`src/rtl/ram_block_mover_if.sv`:
```
// Command/status handshake plus RAM8K port bundle for the block mover.
// master = sequencer side that also owns the RAM; slave = the mover.
interface ram_block_mover_if #(
   parameter int unsigned AW = 13,
   parameter int unsigned DW = 16
);
   logic          start;
   logic          op;
   logic [AW-1:0] src;
   logic [AW-1:0] dst;
   logic [AW:0]   len;
   logic [DW-1:0] fill_val;
   logic          busy;
   logic          done;
   logic [DW-1:0] ram_in;
   logic          ram_load;
   logic [AW-1:0] ram_address;
   logic [DW-1:0] ram_out;

   modport master (
      output start, op, src, dst, len, fill_val, ram_out,
      input  busy, done, ram_in, ram_load, ram_address
   );

   modport slave (
      input  start, op, src, dst, len, fill_val, ram_out,
      output busy, done, ram_in, ram_load, ram_address
   );
endinterface

```
`src/rtl/ram_block_mover.sv`:
```
// Fill/copy engine driving a RAM8K-style memory: one word per cycle for FILL,
// one read + one write cycle per word for COPY, with busy/done reporting.
module ram_block_mover #(
   parameter int unsigned AW = 13,
   parameter int unsigned DW = 16
) (
   input logic            clk,
   input logic            reset_n,
   ram_block_mover_if.slave bus
);

   typedef enum logic [2:0] {StIdle, StFill, StCrd, StCwr, StDone} state_e;

   state_e        state_q, state_d;
   logic [AW:0]   i_q;
   logic [AW:0]   len_q;
   logic [AW-1:0] src_q;
   logic [AW-1:0] dst_q;
   logic [DW-1:0] fill_q;
   logic [DW-1:0] d_q;
   logic          last;

   // len_q is never 0 outside IDLE/DONE, so len_q-1 cannot underflow where used.
   assign last = (i_q == (len_q - {{AW{1'b0}}, 1'b1}));

   always_ff @(posedge clk or negedge reset_n) begin
      if (!reset_n) begin
         state_q <= StIdle;
      end else begin
         state_q <= state_d;
      end
   end

   always_comb begin
      state_d = state_q;
      unique case (state_q)
         StIdle: begin
            if (bus.start) begin
               if (bus.len == '0) begin
                  state_d = StDone;
               end else if (bus.op) begin
                  state_d = StCrd;
               end else begin
                  state_d = StFill;
               end
            end
         end
         StFill:  if (last) state_d = StDone;
         StCrd:   state_d = StCwr;
         StCwr:   state_d = last ? StDone : StCrd;
         StDone:  state_d = StIdle;
         default: state_d = StIdle;
      endcase
   end

   always_comb begin
      bus.busy        = 1'b0;
      bus.done        = 1'b0;
      bus.ram_load    = 1'b0;
      bus.ram_address = '0;
      bus.ram_in      = '0;
      unique case (state_q)
         StFill: begin
            bus.busy        = 1'b1;
            bus.ram_load    = 1'b1;
            bus.ram_address = dst_q + i_q[AW-1:0];
            bus.ram_in      = fill_q;
         end
         StCrd: begin
            bus.busy        = 1'b1;
            bus.ram_address = src_q + i_q[AW-1:0];
         end
         StCwr: begin
            bus.busy        = 1'b1;
            bus.ram_load    = 1'b1;
            bus.ram_address = dst_q + i_q[AW-1:0];
            bus.ram_in      = d_q;
         end
         StDone:  bus.done = 1'b1;
         default: ;
      endcase
   end

   always_ff @(posedge clk or negedge reset_n) begin
      if (!reset_n) begin
         i_q    <= '0;
         len_q  <= '0;
         src_q  <= '0;
         dst_q  <= '0;
         fill_q <= '0;
         d_q    <= '0;
      end else begin
         unique case (state_q)
            StIdle: begin
               if (bus.start) begin
                  i_q    <= '0;
                  len_q  <= bus.len;
                  src_q  <= bus.src;
                  dst_q  <= bus.dst;
                  fill_q <= bus.fill_val;
               end
            end
            StFill:  i_q <= i_q + 1'b1;
            StCrd:   d_q <= bus.ram_out;
            StCwr:   i_q <= i_q + 1'b1;
            default: ;
         endcase
      end
   end

endmodule

```
`src/flat_wrapper.sv`:
```
// flat-port wrapper written by rule: the top's interface ports become plain ports
module ram_block_mover_flat 
#(
   parameter int unsigned AW = 13,
   parameter int unsigned DW = 16
)
  (clk, reset_n, bus_start, bus_op, bus_src, bus_dst, bus_len, bus_fill_val, bus_ram_out, bus_busy, bus_done, bus_ram_in, bus_ram_load, bus_ram_address);
  ram_block_mover_if #(.AW(AW), .DW(DW)) bus_i ();
  input logic clk;
  input logic reset_n;
  input wire logic [$bits(bus_i.start)-1:0] bus_start;
  input wire logic [$bits(bus_i.op)-1:0] bus_op;
  input wire logic [$bits(bus_i.src)-1:0] bus_src;
  input wire logic [$bits(bus_i.dst)-1:0] bus_dst;
  input wire logic [$bits(bus_i.len)-1:0] bus_len;
  input wire logic [$bits(bus_i.fill_val)-1:0] bus_fill_val;
  input wire logic [$bits(bus_i.ram_out)-1:0] bus_ram_out;
  output wire logic [$bits(bus_i.busy)-1:0] bus_busy;
  output wire logic [$bits(bus_i.done)-1:0] bus_done;
  output wire logic [$bits(bus_i.ram_in)-1:0] bus_ram_in;
  output wire logic [$bits(bus_i.ram_load)-1:0] bus_ram_load;
  output wire logic [$bits(bus_i.ram_address)-1:0] bus_ram_address;
  assign bus_i.start = bus_start;
  assign bus_i.op = bus_op;
  assign bus_i.src = bus_src;
  assign bus_i.dst = bus_dst;
  assign bus_i.len = bus_len;
  assign bus_i.fill_val = bus_fill_val;
  assign bus_i.ram_out = bus_ram_out;
  assign bus_busy = bus_i.busy;
  assign bus_done = bus_i.done;
  assign bus_ram_in = bus_i.ram_in;
  assign bus_ram_load = bus_i.ram_load;
  assign bus_ram_address = bus_i.ram_address;
  ram_block_mover #(.AW(AW), .DW(DW)) u_core (.clk(clk), .reset_n(reset_n), .bus(bus_i));
endmodule
```
`config.mk`:
```
export PLATFORM = sky130hd
export DESIGN_NAME = ram_block_mover_flat
export DESIGN_NICKNAME = d
export VERILOG_FILES = /design/src/rtl/ram_block_mover_if.sv /design/src/rtl/ram_block_mover.sv /design/src/flat_wrapper.sv
export SDC_FILE = /design/constraint.sdc
export NUM_CORES = 1
export LEC_CHECK = 0
export BUFFER_PORTS_ARGS = -buffer_cell sky130_fd_sc_hd__buf_2
export CAP_MARGIN = 20
export CORE_MARGIN = 2
export CORE_UTILIZATION = 55
export DETAILED_ROUTE_END_ITERATION = 8
export PLACE_DENSITY = 0.8
export RECOVER_POWER = 50
export SYNTH_ARGS = -nofsm -noshare
export SYNTH_HDL_FRONTEND = slang
export SYNTH_SLANG_ARGS = --single-unit
```
`constraint.sdc`:
```
create_clock -name clk -period 6.2 [get_ports clk]
set_clock_uncertainty 0.05 [all_clocks]
set_input_delay 1.24 -clock clk [delete_from_list [all_inputs] [get_ports clk]]
set_output_delay 1.24 -clock clk [all_outputs]
set_load 0.01 [all_outputs]
```
==> qor.yml, run 1 <==
layout:
  n_fill_cell: 721
  final_cells: 800
  multi_input_area_um2: 2640
  n_antenna_cell: 0
  fin_nets: 778
  seqCellArea_um2: 2230
  drive_above_1_share: 0.215
  area_delta_synth_final_pct: 15.5
die:
  ios: 108
  die_area_um2: 9900
  num_rows: 34
  start_util: 0.573
  die_w_um: 99.5
  core_area_um2: 8760
  dieHeight_um: 99.5
pwr:
  combPwrFrac: 0.481
  power.share.clock: 0.136
  intPower_mw: 1.57
  powerDensity_nw_per_um2: 482
  switching_power_mw: 1.22
  vdd_ir_drop_max_uv: 271
  seqPwrFrac: 0.383
  swShare: 0.436
  design_power_total_mw: 2.79
  p_leak_nw: 2.94
logic_synthesis:
  yosysUniqueCellTypes: 52
  synth_top_area_frac: 0.444
  yosysMostFrequentCell: "nand2_1"
  ys_top_cells_by_count: "nand2_1, dfrtp_1, nor2_1"
  ys_seq_area_frac: 0.444
  yosys.area.top_type: "dfrtp_1"
  yosys_most_used_dff: "dfrtp_1"
  netlist_top_cells_area: "dfrtp_1, nand2_1, mux2i_1"
  synth_edf_count: 0
  async_reset_ff_frac: 1.00
  syn-num-nets: 683
  syn_inst: 592
  yosys_warnings: 0
  synthesis.area_um2: 5020
  synth-seq-cells: 89
  synth_area_per_cell_um2: 8.48
critical_path:
  arrival_ps: 3670
  ff2ff_path_depth: 8
  worstPathMaxFanout: 20
  crit_path_start_kind: "flop"
  timing.rr.end: "u_core.state_q[0]"
  worstSetupPathType: "flop to output port"
  slowest_delay_ps: 450
  crit_chain: "nand2b_1 > inv_1 > nand2_1 > nand2_1 > ha_1 > inv_1 > fa_1 > nor2b_1 > o21a_1 > o21ai_0 > a211oi_1 > o21ai_0 > mux2i_1 > nand3_1 > buf_2"
  critical_path_required_ps: 4910
  endpoint_kind: "output port"
  timing.rr.start: "u_core.len_q[0]"
  cpMaxStageDelayCell: "dfrtp_1"
  r2r_setup_slack_ps: 3220
clock_tree:
  htreeDepth: 3
  clock_path_buffers: 2
  cts_root_buf: "clkbuf_8"
  post_cts_buffers: 0
  clock_latency_ps: 360
  cts_made_buffers: 9
  cts_resized: 0
  clock_sinks: 89
  hold_buffers: 0
  cts.clk_slew.worst_paths_ps: 90
  cts_tree: "built"
timing:
  setup_viol: 0
  slew_viol_final: 104
  whs_ps: 434
  max_freq_ghz: 0.202
  slew_headroom: -0.101
  hold_viol_final: 0
  finalCriticalPeriod_ps: 4960
  worst_slack_ps: 1240
  tns_ps: 0
  period_share: 0.799
  rsz0062_at_grt: "no"
  tightest_slew_ps: 1650
hold_path:
  worstHoldPathType: "flop to flop"
  hold_end: "u_core.dst_q[8]"
  hp-start: "u_core.dst_q[8]"
  whs_path_depth: 2
global_routing:
  grt_pass1_vias: 4448
  grt_usage: 0.254
  grt_overflow_total: 0
  grt_max_degree: 65
  antenna_found_initial: 0
  grt_pass1_wl_um: 20400
detailed_routing:
  avgRoutedWirePerCell_um: 14.7
  drt-pass1-iter-count: 4
  first_iter_violations: 253
  ant_nets: 0
  drt-total-wl_um: 11700
  viasPerCell: 5.48
  drc: 0
  vias: 4383
run_status:
  run_status: "finished, violations left"
  violations: "max-capacitance violations, max-slew violations"
placement:
  port_buffers: 107
  dp_hpwl_um: 8480
  place_ws_ps: 1690
  placed_cells: 784
  gp_congestion: 0.933
run:
  maxCapViolCount: 2
-- critical path, delay by kind of cell (launching register included) --
kind                       cells  cell delay [ps]
DFF                            1              450
buffers and inverters          3              660
AOI/OAI and AO/OA              4              860
adders and majority gates      2              540
muxes                          1              170
and+or+nand+nor                5              630
-- cell usage in the layout, fill, tap and decap left out, drive strengths merged, types with 4 or more instances in the layout --
cell type  synthesis  final
mux2              16     16
xor2              16     16
nor4               6      6
nor2b              5      5
dfrtp             89     89
o211ai             5      5
buf                5    109
or4                4      4
xnor2             12     12
nand2            214    214
nand4              5      5
nand3             15     15
o21ai             20     20
mux2i             21     21
a21oi             10     10
a31oi              5      5
clkbuf            24     13
ha                14     14
nor2              43     43
nand2b             5      5
inv                9     13
nor3              10     10
-- kinds of logic after synthesis --
logic type	Yosys count	synth area share
AND/OR/NAND/NOR	325	0.281
flip-flops	89	0.444
AO/OA/AOI/OAI	60	0.0791
buffers and inverters	38	0.0302
multiplexers	37	0.0778
XOR/XNOR	28	0.0489
adder cells (fa/ha/maj)	15	0.0389
-- power groups by stage --
stage | logic (mW) | clock network (mW) | registers, mW
after CTS | 1.35 | 0.388 | 1.07
after floorplan | 1.02 | 0 | 0.974
after detailed placement | 1.34 | 0 | 1.08
after global routing | 1.53 | 0.411 | 1.10
after global placement | 1.30 | 0 | 1.06
final | 1.34 | 0.380 | 1.07
-- area by class of cell --
type                    count  share of cell area
clock buffers               9              0.0214
clock inverters             7              0.0104
inverters                   9             0.00583
multi-input cells         465               0.456
flip-flops and latches     89               0.384
well taps                 108              0.0233
repair buffers            113              0.0983
-- routing by layer --
metal	part of all wire	global-route usage	vias to the layer above
li1	-	-	2167
met1	0.44	0.331	2079
met2	0.49	0.429	123
met3	0.058	0.0520	14
met4	0.013	0.0790	0
met5	0	0	-
-- sequential cells by signal, summed over array words and instances (netlist names) --
name,flops
u_core.fill_q,16
u_core.d_q,16
u_core.i_q,14
u_core.state_q,3
u_core.len_q,14
u_core.dst_q,13
u_core.src_q,13
-- worst max path at each step --
stage	startpoint	end	slack, ps	depth (start not counted)
floorplan	u_core.state_q[2]	bus_ram_address[12]	1740	17
global placement	u_core.state_q[2]	bus_ram_address[12]	1790	15
detailed placement	u_core.state_q[2]	bus_ram_address[12]	1690	15
CTS	u_core.state_q[2]	bus_ram_address[12]	1270	15
global route	u_core.state_q[2]	bus_ram_address[12]	850	15
finish	u_core.state_q[2]	bus_ram_address[12]	1240	15
-- through the flow --
step           instance area, um^2   util
6_report                      5790  0.661
5_1_grt                       5790  0.661
4_1_cts                       5810  0.663
3_5_place_dp                  5630  0.642
3_3_place_gp                  5630  0.642
2_1_floorplan                 5020      -
No activity file was read; power rests on OpenSTA's default activity.
==> run 2, diff against run 1 <==
==> constraint.sdc (replaced) <==
create_clock -name clk -period 5 [get_ports clk]
set_clock_uncertainty 0.05 [all_clocks]
set_input_delay 1 -clock clk [delete_from_list [all_inputs] [get_ports clk]]
set_output_delay 1 -clock clk [all_outputs]
set_load 0.01 [all_outputs]
==> qor.yml, run 2 (synthesized netlist as in run 1, its figures left out) <==
clock_tree:
  cts_resized: 0
  cts_made_buffers: 9
  clock_latency_ps: 360
  post_cts_buffers: 0
  hold_buffers: 0
  clock_sinks: 89
  htreeDepth: 3
  cts_root_buf: "clkbuf_8"
  cts.clk_slew.worst_paths_ps: 100
  cts_tree: "built"
  clock_path_buffers: 2
die:
  start_util: 0.573
  die_w_um: 99.5
  ios: 108
  dieHeight_um: 99.5
  num_rows: 34
  die_area_um2: 9900
  core_area_um2: 8760
timing:
  max_freq_ghz: 0.221
  slew_headroom: -0.311
  hold_viol_final: 0
  tns_ps: 0
  tightest_slew_ps: 1970
  period_share: 0.904
  finalCriticalPeriod_ps: 4520
  rsz0062_at_grt: "no"
  slew_viol_final: 120
  whs_ps: 434
  setup_viol: 0
detailed_routing:
  ant_nets: 0
  drc: 0
  drt-pass1-iter-count: 4
  first_iter_violations: 248
  drt-total-wl_um: 12200
  avgRoutedWirePerCell_um: 15.2
  vias: 4416
  viasPerCell: 5.52
critical_path:
  critical_path_required_ps: 3950
  timing.rr.end: "u_core.i_q[12]"
  timing.rr.start: "u_core.state_q[1]"
  endpoint_kind: "output port"
  crit_path_start_kind: "flop"
  worstPathMaxFanout: 8
  worstSetupPathType: "flop to output port"
  arrival_ps: 3470
  ff2ff_path_depth: 5
  r2r_setup_slack_ps: 1300
global_routing:
  grt_overflow_total: 0
  grt_pass1_vias: 4550
  grt_usage: 0.258
  grt_max_degree: 90
  antenna_found_initial: 0
  grt_pass1_wl_um: 20500
layout:
  final_common_cell: "nand2_1"
  most-common-layout-cells: "nand2_1, buf_2, dfrtp_1"
  drive_above_1_share: 0.214
  fin_nets: 779
  area_delta_synth_final_pct: 15.5
  reg_top3: "u_core.d_q x16, u_core.fill_q x16"
  n_antenna_cell: 0
  fin_area_um2: 5790
hold_path:
  hold_end: "u_core.src_q[12]"
  hp-start: "u_core.src_q[12]"
  whs_path_depth: 2
  worstHoldPathType: "flop to flop"
pwr:
  p_leak_nw: 2.95
  powerDensity_nw_per_um2: 603
  vdd_ir_drop_max_uv: 304
placement:
  port_buffers: 107
  dp_hpwl_um: 8610
  gp_congestion: 0.941
  placed_area_um2: 5630
run_status:
  run_status: "finished, violations left"
  violations: "max-capacitance violations, max-slew violations"
run:
  maxCapViolCount: 2
==> run 2: changes by cell type in the layout (fill, tap and decap cells not counted), sizes merged <==
cell      change
clkinvlp      -2
buf           +1
inv           +1
==> run 2: worst max path at each step <==
stage / from / end / slack, ps / depth (start not counted)
2_1_floorplan: u_core.state_q[2] / bus_ram_address[12] / 780 / 17
6_report: u_core.state_q[2] / bus_ram_address[12] / 480 / 15
4_1_cts: u_core.state_q[2] / bus_ram_address[12] / 490 / 15
3_3_place_gp: u_core.state_q[2] / bus_ram_address[12] / 1020 / 15
3_5_place_dp: u_core.state_q[2] / bus_ram_address[12] / 920 / 15
5_1_grt: u_core.state_q[2] / bus_ram_address[12] / 210 / 15
==> run 2: layout make-up <==
cell class	instances	area, um^2
well taps	108	135
clock inverters	6	58.8
repair buffers	114	577
inverters	9	33.8
multi-input cells	465	2640
flip-flops and latches	89	2230
clock buffers	9	124
fillers	751	2970
==> run 2: stage by stage <==
stage	worst slack [ps]	total power [mW]	instances	util
floorplan	781	2.47	592	-
global placement	1020	2.93	784	0.642
detailed placement	918	3.01	784	0.642
CTS	494	3.50	799	0.663
global route	211	3.79	800	0.661
finish	482	3.49	800	0.661
==> run 2: metal layers <==
metal | share of wire | vias to the layer above | track usage
met1 | 0.43 | 2135 | 0.323
met4 | 0.015 | 0 | 0.0790
met2 | 0.51 | 97 | 0.442
met5 | 0 | - | 0
met3 | 0.047 | 15 | 0.0639
li1 | - | 2169 | -
==> run 2: critical path, stage by stage, from the launching register on <==
cell and delay [ps]:
dfrtp_1 460, nand2b_1 270, inv_1 230, nand2_1 90
nand2_1 60, ha_1 160, inv_1 60, fa_1 380
nor2b_1 170, o21a_1 150, o21ai_0 170, a211oi_1 320
o21ai_0 190, mux2i_1 180, nand3_1 80, buf_2 150
==> run 2: report_power, final <==
| group | total (mW) | internal [mW] | switching, mW |
|---|---|---|---|
| sequential | 1.33 | 1.02 | 0.304 |
| combinational | 1.68 | 0.745 | 0.937 |
| clock | 0.482 | 0.192 | 0.290 |
